===== config.mk =====
export PLATFORM = sky130hd
export DESIGN_NAME = alu_arbiter
export DESIGN_NICKNAME = d
export VERILOG_FILES = /design/src/rtl/alu_arbiter_pkg.sv /design/src/rtl/alu_arb_rr.sv /design/src/rtl/alu_arbiter.sv
export SDC_FILE = /design/constraint.sdc
export NUM_CORES = 1
export LEC_CHECK = 0
export CORE_ASPECT_RATIO = 0.75
export CORE_MARGIN = 5
export CORE_UTILIZATION = 27
export CTS_BUF_LIST = sky130_fd_sc_hd__clkbuf_8
export DETAILED_ROUTE_END_ITERATION = 10
export PLACE_DENSITY = 0.78
export SLEW_MARGIN = 10
export SYNTH_ARGS = -nofsm -noshare
export SYNTH_HDL_FRONTEND = slang
export SYNTH_HIERARCHICAL = 1
export SYNTH_SLANG_ARGS = --single-unit

===== constraint.sdc =====
create_clock -name clk_i -period 1.9 [get_ports clk_i]
set_input_delay 0.19 -clock clk_i [delete_from_list [all_inputs] [get_ports clk_i]]
set_output_delay 0.19 -clock clk_i [all_outputs]
set_load 0.01 [all_outputs]

===== src/rtl/alu_arbiter_pkg.sv =====
// Shared types for the ALU arbiter slice: data/operation types, requester index
// and the response-buffer state encoding.
package alu_arbiter_pkg;

    localparam int MAX_REQ = 4;
    localparam int DATA_W  = 32;

    typedef logic [DATA_W-1:0] Data;
    typedef logic [DATA_W-1:0] DataReg;
    typedef logic              Bool;
    typedef logic [1:0]        ReqIdx;

    typedef enum logic [3:0] {
        ADD  = 4'd0,
        SUB  = 4'd1,
        AND  = 4'd2,
        OR   = 4'd3,
        XOR  = 4'd4,
        SLT  = 4'd5,
        SLTU = 4'd6,
        SL   = 4'd7,
        SR   = 4'd8
    } ALUOp;

    typedef enum logic {
        BUF_EMPTY = 1'b0,
        BUF_FULL  = 1'b1
    } BufState;

endpackage


===== src/rtl/alu_arb_rr.sv =====
// Round-robin picker: grants the first eligible requester after last_grant_i,
// wrapping modulo NUM_REQ. Purely combinational.
module alu_arb_rr
    import alu_arbiter_pkg::*;
#(
    parameter int NUM_REQ = 2
) (
    input  logic [NUM_REQ-1:0] eligible_i,
    input  ReqIdx              last_grant_i,
    output logic [NUM_REQ-1:0] grant_o,
    output ReqIdx              grant_idx_o
);

    logic found;

    // Scan offsets 1..NUM_REQ from the last winner; first eligible hit wins.
    always_comb begin
        grant_o     = '0;
        grant_idx_o = last_grant_i;
        found       = 1'b0;
        for (int k = 1; k <= NUM_REQ; k++) begin
            for (int i = 0; i < NUM_REQ; i++) begin
                if (!found && eligible_i[i] &&
                    (i == (int'(last_grant_i) + k) % NUM_REQ)) begin
                    grant_o[i]  = 1'b1;
                    grant_idx_o = ReqIdx'(i);
                    found       = 1'b1;
                end
            end
        end
    end

endmodule


===== src/rtl/alu_arbiter.sv =====
// Shares one combinational ALU between NUM_REQ requesters with round-robin
// arbitration and a one-entry response buffer per requester.
// Optional build macro: ALU_ARB_STATS_EN adds grant_count_o / stall_count_o.
//
// Response buffer FSM (one per requester):
//   state     | meaning
//   BUF_EMPTY | no result held; requester may be granted
//   BUF_FULL  | result held in data_q; granted again only if drained same cycle
module alu_arbiter
    import alu_arbiter_pkg::*;
#(
    parameter int NUM_REQ = 2
) (
    input  logic                 clk_i,
    input  logic                 reset_i,
    input  logic [NUM_REQ-1:0]   req_valid_i,
    input  ALUOp [NUM_REQ-1:0]   req_op_i,
    input  Data  [NUM_REQ-1:0]   req_a_i,
    input  Data  [NUM_REQ-1:0]   req_b_i,
    input  Bool  [NUM_REQ-1:0]   req_mod_i,
    output logic [NUM_REQ-1:0]   req_ready_o,
    output logic [NUM_REQ-1:0]   resp_valid_o,
    output Data  [NUM_REQ-1:0]   resp_data_o,
    input  logic [NUM_REQ-1:0]   resp_ready_i,
    output ALUOp                 alu_op_o,
    output Data                  alu_a_o,
    output Data                  alu_b_o,
    output Bool                  alu_mod_o,
    input  Data                  alu_res_i
`ifdef ALU_ARB_STATS_EN
    ,
    output logic [NUM_REQ-1:0][31:0] grant_count_o,
    output logic [31:0]              stall_count_o
`endif
);

    BufState [NUM_REQ-1:0] state_q, state_d;
    DataReg  [NUM_REQ-1:0] data_q, data_d;
    ReqIdx                 last_grant_q, last_grant_d;
    logic    [NUM_REQ-1:0] eligible;
    logic    [NUM_REQ-1:0] grant;
    ReqIdx                 grant_idx;

    // A requester may win only if its buffer is free or being drained this cycle.
    always_comb begin
        resp_valid_o = '0;
        eligible     = '0;
        for (int i = 0; i < NUM_REQ; i++) begin
            resp_valid_o[i] = (state_q[i] == BUF_FULL);
            eligible[i]     = !reset_i && req_valid_i[i] &&
                              ((state_q[i] == BUF_EMPTY) || resp_ready_i[i]);
        end
    end

    alu_arb_rr #(
        .NUM_REQ (NUM_REQ)
    ) u_rr (
        .eligible_i   (eligible),
        .last_grant_i (last_grant_q),
        .grant_o      (grant),
        .grant_idx_o  (grant_idx)
    );

    assign req_ready_o = grant;
    assign resp_data_o = data_q;

    // Steer the winner's operands to the shared ALU; idle as ADD 0,0.
    always_comb begin
        alu_op_o  = ADD;
        alu_a_o   = '0;
        alu_b_o   = '0;
        alu_mod_o = 1'b0;
        for (int i = 0; i < NUM_REQ; i++) begin
            if (grant[i]) begin
                alu_op_o  = req_op_i[i];
                alu_a_o   = req_a_i[i];
                alu_b_o   = req_b_i[i];
                alu_mod_o = req_mod_i[i];
            end
        end
    end

    // Buffer next-state: a grant always (re)loads; a drain without grant empties.
    always_comb begin
        state_d      = state_q;
        data_d       = data_q;
        last_grant_d = (|grant) ? grant_idx : last_grant_q;
        for (int i = 0; i < NUM_REQ; i++) begin
            case (state_q[i])
                BUF_EMPTY: begin
                    if (grant[i]) begin
                        state_d[i] = BUF_FULL;
                        data_d[i]  = alu_res_i;
                    end
                end
                BUF_FULL: begin
                    if (grant[i]) begin
                        data_d[i] = alu_res_i;
                    end else if (resp_ready_i[i]) begin
                        state_d[i] = BUF_EMPTY;
                    end
                end
                default: state_d[i] = BUF_EMPTY;
            endcase
        end
    end

    // State registers; reset drops any in-flight result and points RR at req 0.
    always_ff @(posedge clk_i) begin
        if (reset_i) begin
            for (int i = 0; i < NUM_REQ; i++) begin
                state_q[i] <= BUF_EMPTY;
            end
            data_q       <= '0;
            last_grant_q <= ReqIdx'(NUM_REQ - 1);
        end else begin
            state_q      <= state_d;
            data_q       <= data_d;
            last_grant_q <= last_grant_d;
        end
    end

`ifdef ALU_ARB_STATS_EN
    logic [NUM_REQ-1:0][31:0] grant_cnt_q;
    logic [31:0]              stall_cnt_q;
    logic                     stall_any;

    // A stall is a valid request blocked by its own undrained response.
    always_comb begin
        stall_any = |(req_valid_i & resp_valid_o & ~resp_ready_i);
    end

    // Saturating statistics counters.
    always_ff @(posedge clk_i) begin
        if (reset_i) begin
            grant_cnt_q <= '0;
            stall_cnt_q <= '0;
        end else begin
            for (int i = 0; i < NUM_REQ; i++) begin
                if (grant[i] && (grant_cnt_q[i] != 32'hFFFF_FFFF)) begin
                    grant_cnt_q[i] <= grant_cnt_q[i] + 32'd1;
                end
            end
            if (stall_any && (stall_cnt_q != 32'hFFFF_FFFF)) begin
                stall_cnt_q <= stall_cnt_q + 32'd1;
            end
        end
    end

    assign grant_count_o = grant_cnt_q;
    assign stall_count_o = stall_cnt_q;
`endif

endmodule


-- Yosys cells after proc, flatten, opt, wreduce, memory -nomap -nowiden
Index checks and enable logic that the tools add are counted.
Widths: inputs -> output; s select.
- $add $sub $neg: 2
- magnitude comparators: 0
- $mul: 0
- reductions and logical operators: 22
- muxes and demuxes: 28
- shifts and indexed selects: 0
- bitwise gates (word level): 4
- divide/modulo/power cells: 0
- eq/ne operators: 2
- operators by type and width (operator ; count):
    $mux 32 ; 6
    $logic_not 32->1 ; 2
    $mux 1 ; 18
    $logic_and 1x1->1 ; 11
    $mux 4 ; 2
    $eq 2x2->1 const A ; 2
    $logic_not 1->1 ; 4
    $pmux 1 s2 ; 2
    $reduce_bool 4->1 ; 1
    $add 1x1->1 const B ; 2
    $and 1x1->1 const A ; 2
    $logic_or 1x1->1 ; 2
    $not 1->1 ; 2
    $reduce_and 2->1 ; 1
    $reduce_or 2->1 ; 1
- flip-flop bits (word level): 67
- memories kept: 0
- latch bits: 0
- memory bits (writable): 0
- bits in read-only memories: 0
- word-level logic and storage cells: 63

-- Longest topological paths before layout
Gate-level depths: netlist (run 1).
- word-level depth: 19
- depth in mapped cells: 10
- depth with buffers taken out: 6

-- Cells and area by module
Netlist (run 1), hierarchy kept.
- by module, submodules not included (module ; cells an instance ; times used ; area an instance (sq um) ; seq. area each (sq um)):
    alu_arbiter ; 310 ; 1 ; 3119.2 ; 1361.3
    alu_arb_rr ; 6 ; 1 ; 36.3 ; 0.0

-- Worst setup path after synthesis (run 1)
OpenSTA, ideal clock, no wires.
- path kind: input-to-output
- start point: input reset_i
- end point: output alu_a_o[23]
- data arrival time: 2.029 ns
- path buffers: 6
- slack: -0.319 ns
- stages on the path: 10
- cells stage by stage: clkbuf_1 -> buf_2 -> nor3b_1 -> a21boi_0 -> buf_4 -> nor2b_1 -> buf_2 -> buf_6 -> buf_6 -> a22o_1
- elaborated cells between the ends (all ways): 23
- those cells by class: mux (8); reduce/logical (15)
- RTL lines (item ; RTL line ; text):
    start, declared ; alu_arbiter.sv:15 ; input logic reset_i,
    $logic_not 1->1 * ; alu_arbiter.sv:50 ; eligible[i] = !reset_i && req_valid_i[i] &&
    $logic_and 1x1->1 * (2 in series) ; alu_arbiter.sv:50 ;
    net eligible[1] ; alu_arbiter.sv:40 ; logic [NUM_REQ-1:0] eligible;
    $logic_and 1x1->1 (2 in series) ; alu_arb_rr.sv:23 ; if (!found && eligible_i[i] &&
    $mux 1 ; alu_arb_rr.sv:23 ;
    $logic_not 1->1 ; alu_arb_rr.sv:23 ;
    $logic_and 1x1->1 (2 in series) ; alu_arb_rr.sv:23 ;
    $mux 1 ; alu_arb_rr.sv:23 ;
    $logic_not 1->1 ; alu_arb_rr.sv:23 ;
    $logic_and 1x1->1 (2 in series) ; alu_arb_rr.sv:23 ;
    $mux 1 * ; alu_arb_rr.sv:23 ;
    net req_ready_o[1] ; alu_arbiter.sv:21 ; output logic [NUM_REQ-1:0] req_ready_o,
    $mux 32 * ; alu_arbiter.sv:74 ; if (grant[i]) begin
    end, declared ; alu_arbiter.sv:26 ; output Data alu_a_o,
Mark *: on every way through the listed nets, which the timed path passes. The rest lies on a longest branch.

-- Worst setup path after layout (run 1)
- start point: register state_q (netlist bit resp_valid_o[1])
- end point: output alu_a_o[6]
- word-level cells in the longest chain between the ends: 15
- elaborated cells between the ends (all ways): 18
- those cells by class: mux (7); bitwise (1); reduce/logical (10)
- RTL lines (item ; RTL line ; text):
    start, declared ; alu_arbiter.sv:37 ; BufState [NUM_REQ-1:0] state_q, state_d;
    start signal, assigned ; alu_arbiter.sv:117 ; state_q <= state_d;
    $not 1->1 * ; n/a ;
    $logic_or 1x1->1 * ; alu_arbiter.sv:51 ; ((state_q[i] == BUF_EMPTY) || resp_ready_i[i]);
    $logic_and 1x1->1 * ; alu_arbiter.sv:50 ;
    net eligible[1] ; alu_arbiter.sv:40 ;
    $logic_and 1x1->1 (2 in series) ; alu_arb_rr.sv:23 ;
    $mux 1 ; alu_arb_rr.sv:23 ;
    $logic_not 1->1 ; alu_arb_rr.sv:23 ;
    $logic_and 1x1->1 (2 in series) ; alu_arb_rr.sv:23 ;
    $mux 1 ; alu_arb_rr.sv:23 ;
    $logic_not 1->1 ; alu_arb_rr.sv:23 ;
    $logic_and 1x1->1 (2 in series) ; alu_arb_rr.sv:23 ;
    $mux 1 ; alu_arb_rr.sv:23 ;
    $mux 32 * ; alu_arbiter.sv:74 ;
Marked as above.

==> flow_metrics.env, run 1 <==
export IMPL_avgRoutedWirePerCell_um=19.6
export IMPL_grt_pass1_wl_um=20900
export IMPL_worstSkewPairLatency_ps=340
export IMPL_p_per_area_nw_per_um2=600
export IMPL_max_slew_margin_pct=67.7
export IMPL_first_pass_iters=4
export IMPL_status="finished with violations"
export IMPL_grt_pass1_vias=3699
export IMPL_hold_viol_final=0
export IMPL_path_cells="nor2b_4 > nor3b_2 > nand2b_1 > and2_4 > nor2b_4 > buf_12 > buf_12 > a22o_1 > buf_2"
export IMPL_place_hpwl_um=11500
export IMPL_reg2reg_depth=9
export IMPL_worst_slack_ps=-323
export IMPL_fp_dieH_um=103
export IMPL_max_vdd_ir_drop_mv=0.489
export IMPL_crit_slowest_cell="dfxtp_2"
export IMPL_worstSetupStartpoint="resp_valid_o[1]"
export IMPL_cts_tree="built"
export IMPL_design_area_um2=6770
export IMPL_leakage_nw=2.84
export IMPL_gp_congestion=0.810
export IMPL_worst_pin_slew_ps=484
export IMPL_synth_warnings=6
export IMPL_num_io_pins=313
export IMPL_synthCells=311
export IMPL_post_dp_cell_area_um2=6460
export IMPL_cp_arrival_ps=2030
export IMPL_critPathBufInv=3
export IMPL_cts_sinks=67
export IMPL_gr_total_overflow=0
export IMPL_postSynthAreaPerCell_um2=10.0
export IMPL_initial_core_util_pct=27.2
export IMPL_slowest_delay_ps=320
export IMPL_vias=3708
export IMPL_violations="negative setup slack"
export IMPL_coreArea_um2=11400
export IMPL_path_depth=9
export IMPL_clkTransAtPathRegs_ps=70
export IMPL_dpl_cell_count=755
export IMPL_hp_class="input port to flip-flop"
export IMPL_cp_top_family="simple AND/OR/NAND/NOR gates"
export IMPL_finalWirelength_um=15500
export IMPL_clock_path_buffers=2
export IMPL_grt_max_degree=50
export IMPL_max_freq_mhz=450
export IMPL_min_period_over_period_pct=117
export IMPL_setup_violations=84
export IMPL_clock_root_buffer="clkbuf_8"
export IMPL_stdcell_count=791
export IMPL_drive_gt1_share_pct=21.6
export IMPL_nets=816
export IMPL_crit_path_end_kind="output port"
export IMPL_std_cell_rows=34
export IMPL_fin_tns_setup_ps=-19680
export IMPL_drc=0
export IMPL_slew_violations=0
export IMPL_ant_nets=0
export IMPL_cp_data_required_time_ps=1710
export IMPL_htree_levels=3
export IMPL_fin_util_pct=59.2
export IMPL_crit_type="flip-flop to output port"
export IMPL_drv_cap=0
export IMPL_power_mw=4.06
export IMPL_critPathLaunchType="flip-flop"
export IMPL_reg2reg_from="resp_valid_o[1]"
export IMPL_cp_endpoint="alu_a_o[6]"
export IMPL_grt_usage_pct=19.4
export IMPL_die_area_um2=13800
export IMPL_antenna_found_initial=1
export IMPL_numCtsBuffers=9
export IMPL_die_x_um=134
export IMPL_r2r_end="resp_data_o[53]"
export IMPL_synth_nets=487
export IMPL_grt_setup_unrepaired="yes"
export IMPL_drt_iter0_markers=103
export IMPL_skew_ps=5.20
export IMPL_rrSetupSlack_ps=-40
export IMPL_fillCellCount=982
export IMPL_syn_area_um2=3110
export IMPL_syn_to_final_growth_pct=118
export IMPL_worstPathMaxFanout=7
export IMPL_period_needed_ps=2220
export IMPL_numPortBuffers=312
export IMPL_avgViaCountPerCell=4.69
placed cells by master, fill, tap and decap left out, types with 2 or more instances in the layout:
| master | n |
|---|---|
| clkbuf_16 | 6 |
| buf_2 | 61 |
| nor3b_2 | 2 |
| dfxtp_2 | 2 |
| buf_16 | 4 |
| buf_4 | 16 |
| dfxtp_1 | 65 |
| mux2i_1 | 62 |
| nor2b_4 | 3 |
| buf_12 | 8 |
| diode_2 | 2 |
| clkdlybuf4s50_1 | 240 |
| buf_6 | 11 |
| nor2_1 | 65 |
| a22o_1 | 69 |
| clkbuf_8 | 11 |
| clkbuf_2 | 4 |
| o21ba_2 | 2 |
| mux2i_2 | 2 |
metrics by stage:
stage / hold WS, ps / worst slack (ps)
after floorplan: 337 / 10.4
after global placement: 467 / -632
after detailed placement: 484 / -686
after CTS: 306 / -432
after global routing: 337 / -430
final: 332 / -323
report_power, final:
part           leakage [nW]  total [mW]  internal, mW  switching, mW
Clock                 0.106        1.22         0.682          0.543
Combinational          2.19        1.32         0.823          0.496
Sequential            0.548        1.52          1.48         0.0401
repair_timing:
| action | 4_1_cts | 5_1_grt |
|---|---|---|
| hold buffers | 0 | 0 |
| setup endpoints to repair | 104 | 104 |
| gates resized for setup | 291 | 33 |
| pin swaps | 1 | 6 |
| setup buffers | 5 | 9 |
| gates cloned | 2 | 6 |
worst min path at each step:
stage / from / end / slack (ps) / cells past startpoint
4_1_cts: reset_i / resp_data_o[14] / 310 / 3
5_1_grt: reset_i / resp_data_o[16] / 340 / 3
3_3_place_gp: last_grant_q[0] / last_grant_q[0] / 470 / 1
2_1_floorplan: alu_res_i[0] / resp_data_o[32] / 340 / 2
3_5_place_dp: resp_data_o[14] / resp_data_o[14] / 480 / 2
6_report: reset_i / resp_data_o[14] / 330 / 3
worst min-delay path, delay by kind of cell:
| family | cells | cell delay [ps] |
|---|---|---|
| and+or+nand+nor | 1 | 100 |
| buffers and inverters | 2 | 340 |
layer usage:
metal,GRT usage (%),share of wire [%],vias to the layer above
li1,-,-,1785
met1,23.2,41,1738
met2,34.0,50,163
met3,5.46,7.2,22
met4,6.72,2.0,0
met5,0,0,-
cell type report:
class | count | area [um^2] | share of cell area, %
repair buffers | 350 | 3390 | 50.1
multi-input cells | 211 | 1640 | 24.2
flip-flops and latches | 67 | 1340 | 19.8
well taps | 144 | 180 | 2.66
clock buffers | 11 | 151 | 2.23
clock inverters | 5 | 60.1 | 0.887
diodes | 2 | 5.00 | 0.0739
inverters | 1 | 3.75 | 0.0554
flip-flops by register name, indices dropped and copies added, names as in the netlist:
signal / count
last_grant_q: 1
resp_data_o: 64
resp_valid_o: 2
Note: power is estimated with default switching activity, not from simulation.
==> run 2, diff against run 1 <==
ABC_AREA = 1   (was not set)
CORE_UTILIZATION = 29   (was 27)
PLACE_DENSITY = 0.8   (was 0.78)
REMOVE_ABC_BUFFERS = 1   (was not set)
==> flow_metrics.env, run 2 <==
export IMPL_fillCellCount=815
export IMPL_gr_total_overflow=0
export IMPL_power_mw=4.95
export IMPL_worstSkewPairLatency_ps=340
export IMPL_leakage_nw=3.82
export IMPL_syn_area_um2=3370
export IMPL_grt_pass1_vias=4801
export IMPL_hold_slack_ps=324
export IMPL_htree_levels=3
export IMPL_postSynthAreaPerCell_um2=6.29
export IMPL_cts_hold_buf=0
export IMPL_min_period_over_period_pct=113
export IMPL_final_common_cell="clkdlybuf4s50_1"
export IMPL_drive_gt1_share_pct=36.5
export IMPL_vias=5236
export IMPL_initial_core_util_pct=29.3
export IMPL_place_hpwl_um=12600
export IMPL_cp_arrival_ps=1950
export IMPL_avgViaCountPerCell=4.91
export IMPL_worst_slack_ps=-238
export IMPL_max_vdd_ir_drop_mv=0.546
export IMPL_fp_dieH_um=103
export IMPL_rrSetupSlack_ps=-30
export IMPL_first_pass_iters=5
export IMPL_final_cell_mix="clkdlybuf4s50_1 (238), nand2_1 (100), nor2_1 (98)"
export IMPL_cp_data_required_time_ps=1710
export IMPL_clkTransAtPathRegs_ps=70
export IMPL_period_needed_ps=2140
export IMPL_cts_tree="built"
export IMPL_numPortBuffers=312
export IMPL_antenna_found_initial=0
export IMPL_grt_setup_unrepaired="yes"
export IMPL_die_area_um2=13900
export IMPL_num_io_pins=313
export IMPL_p_per_area_nw_per_um2=580
export IMPL_stdcell_count=1067
export IMPL_max_slew_margin_pct=78.5
export IMPL_cts_sinks=67
export IMPL_syn_to_final_growth_pct=153
export IMPL_synthCells=536
export IMPL_worstPathMaxFanout=7
export IMPL_die_x_um=134
export IMPL_fin_util_pct=74.3
export IMPL_pwr_share_comb_pct=46.9
export IMPL_ant_nets=0
export IMPL_switching_share_pct=32.8
export IMPL_drt_iter0_markers=208
export IMPL_setup_violations=87
export IMPL_gp_congestion=0.825
export IMPL_clock_power_share_pct=20.6
export IMPL_max_freq_mhz=468
export IMPL_slew_violations=0
export IMPL_skew_ps=9.68
export IMPL_clock_root_buffer="clkbuf_8"
export IMPL_worst_pin_slew_ps=322
export IMPL_crit_path_end_kind="output port"
export IMPL_hp_class="input port to flip-flop"
export IMPL_crit_type="flip-flop to output port"
export IMPL_clock_path_buffers=2
export IMPL_nets=1095
export IMPL_std_cell_rows=34
export IMPL_coreArea_um2=11500
export IMPL_numCtsBuffers=9
export IMPL_diodes=0
export IMPL_grt_usage_pct=23.5
export IMPL_pwr_share_seq_pct=32.4
export IMPL_grt_max_degree=52
export IMPL_finalWirelength_um=20200
export IMPL_largest_reg_flops=64
export IMPL_status="finished with violations"
export IMPL_critPathLaunchType="flip-flop"
export IMPL_dpl_cell_count=991
export IMPL_violations="negative setup slack"
export IMPL_grt_pass1_wl_um=25700
export IMPL_drv_cap=0
export IMPL_power_internal_mw=3.33
export IMPL_hold_viol_final=0
export IMPL_avgRoutedWirePerCell_um=18.9
export IMPL_synth_warnings=6
export IMPL_drc=0
export IMPL_power_switching_mw=1.62
-- run 2: per-stage QoR --
stage	setup slack, ps	area (um^2)	setup TNS (ps)
floorplan	-4740	3110	-541420
global placement	-534	6830	-49450
detailed placement	-538	6830	-49510
CTS	-211	7540	-8750
global route	-356	8530	-24170
finish	-238	8530	-12210
-- run 2: area by class of cell --
class,instances,area [um^2],share of cell area (%)
timing repair buffer,415,4350,51.0
tap,144,180,2.11
inverter,8,51.3,0.601
sequential,67,1340,15.7
clock buffer,10,138,1.61
multi-input combinational,418,2450,28.7
clock inverter,5,23.8,0.279
-- run 2: final timing paths --
check / start / to / cells after the start
max: resp_valid_o[1] / alu_b_o[9] / 11
min reg2reg: resp_data_o[17] / resp_data_o[17] / 2
min: reset_i / resp_valid_o[1] / 2
max reg2reg: resp_valid_o[1] / resp_data_o[6] / 15
-- run 2: timing repair --
action / CTS / global route
endpoints found under the setup margin: 99 / 106
pin swaps: 15 / 71
buffers inserted: 34 / 20
gates resized for setup: 365 / 225
cloned: 9 / 8
-- run 2: layer usage --
metal	routed length (um)	up-vias	global-route usage, %
li1	-	2489	-
met1	7520	2455	28.1
met2	10300	252	40.5
met3	1810	40	8.70
met4	520	0	6.42
met5	0	-	0
-- run 2: power by group through the flow --
stage / Clock (mW) / Sequential (mW) / Combinational [mW]
after CTS: 1.04 / 1.60 / 1.90
after global routing: 1.11 / 1.62 / 2.46
final: 1.02 / 1.61 / 2.32
after detailed placement: 0 / 1.62 / 1.72
after floorplan: 0 / 1.68 / 0.491
after global placement: 0 / 1.62 / 1.71
-- run 2: critical path, stage by stage, from the launching register on --
cell	delay [ps]
dfxtp_2	330
nand2_2	80
nand2_2	70
nor2_4	120
inv_2	60
a21oi_4	190
buf_6	200
buf_12	140
buf_16	120
nand2_1	70
nand2_1	80
buf_2	130
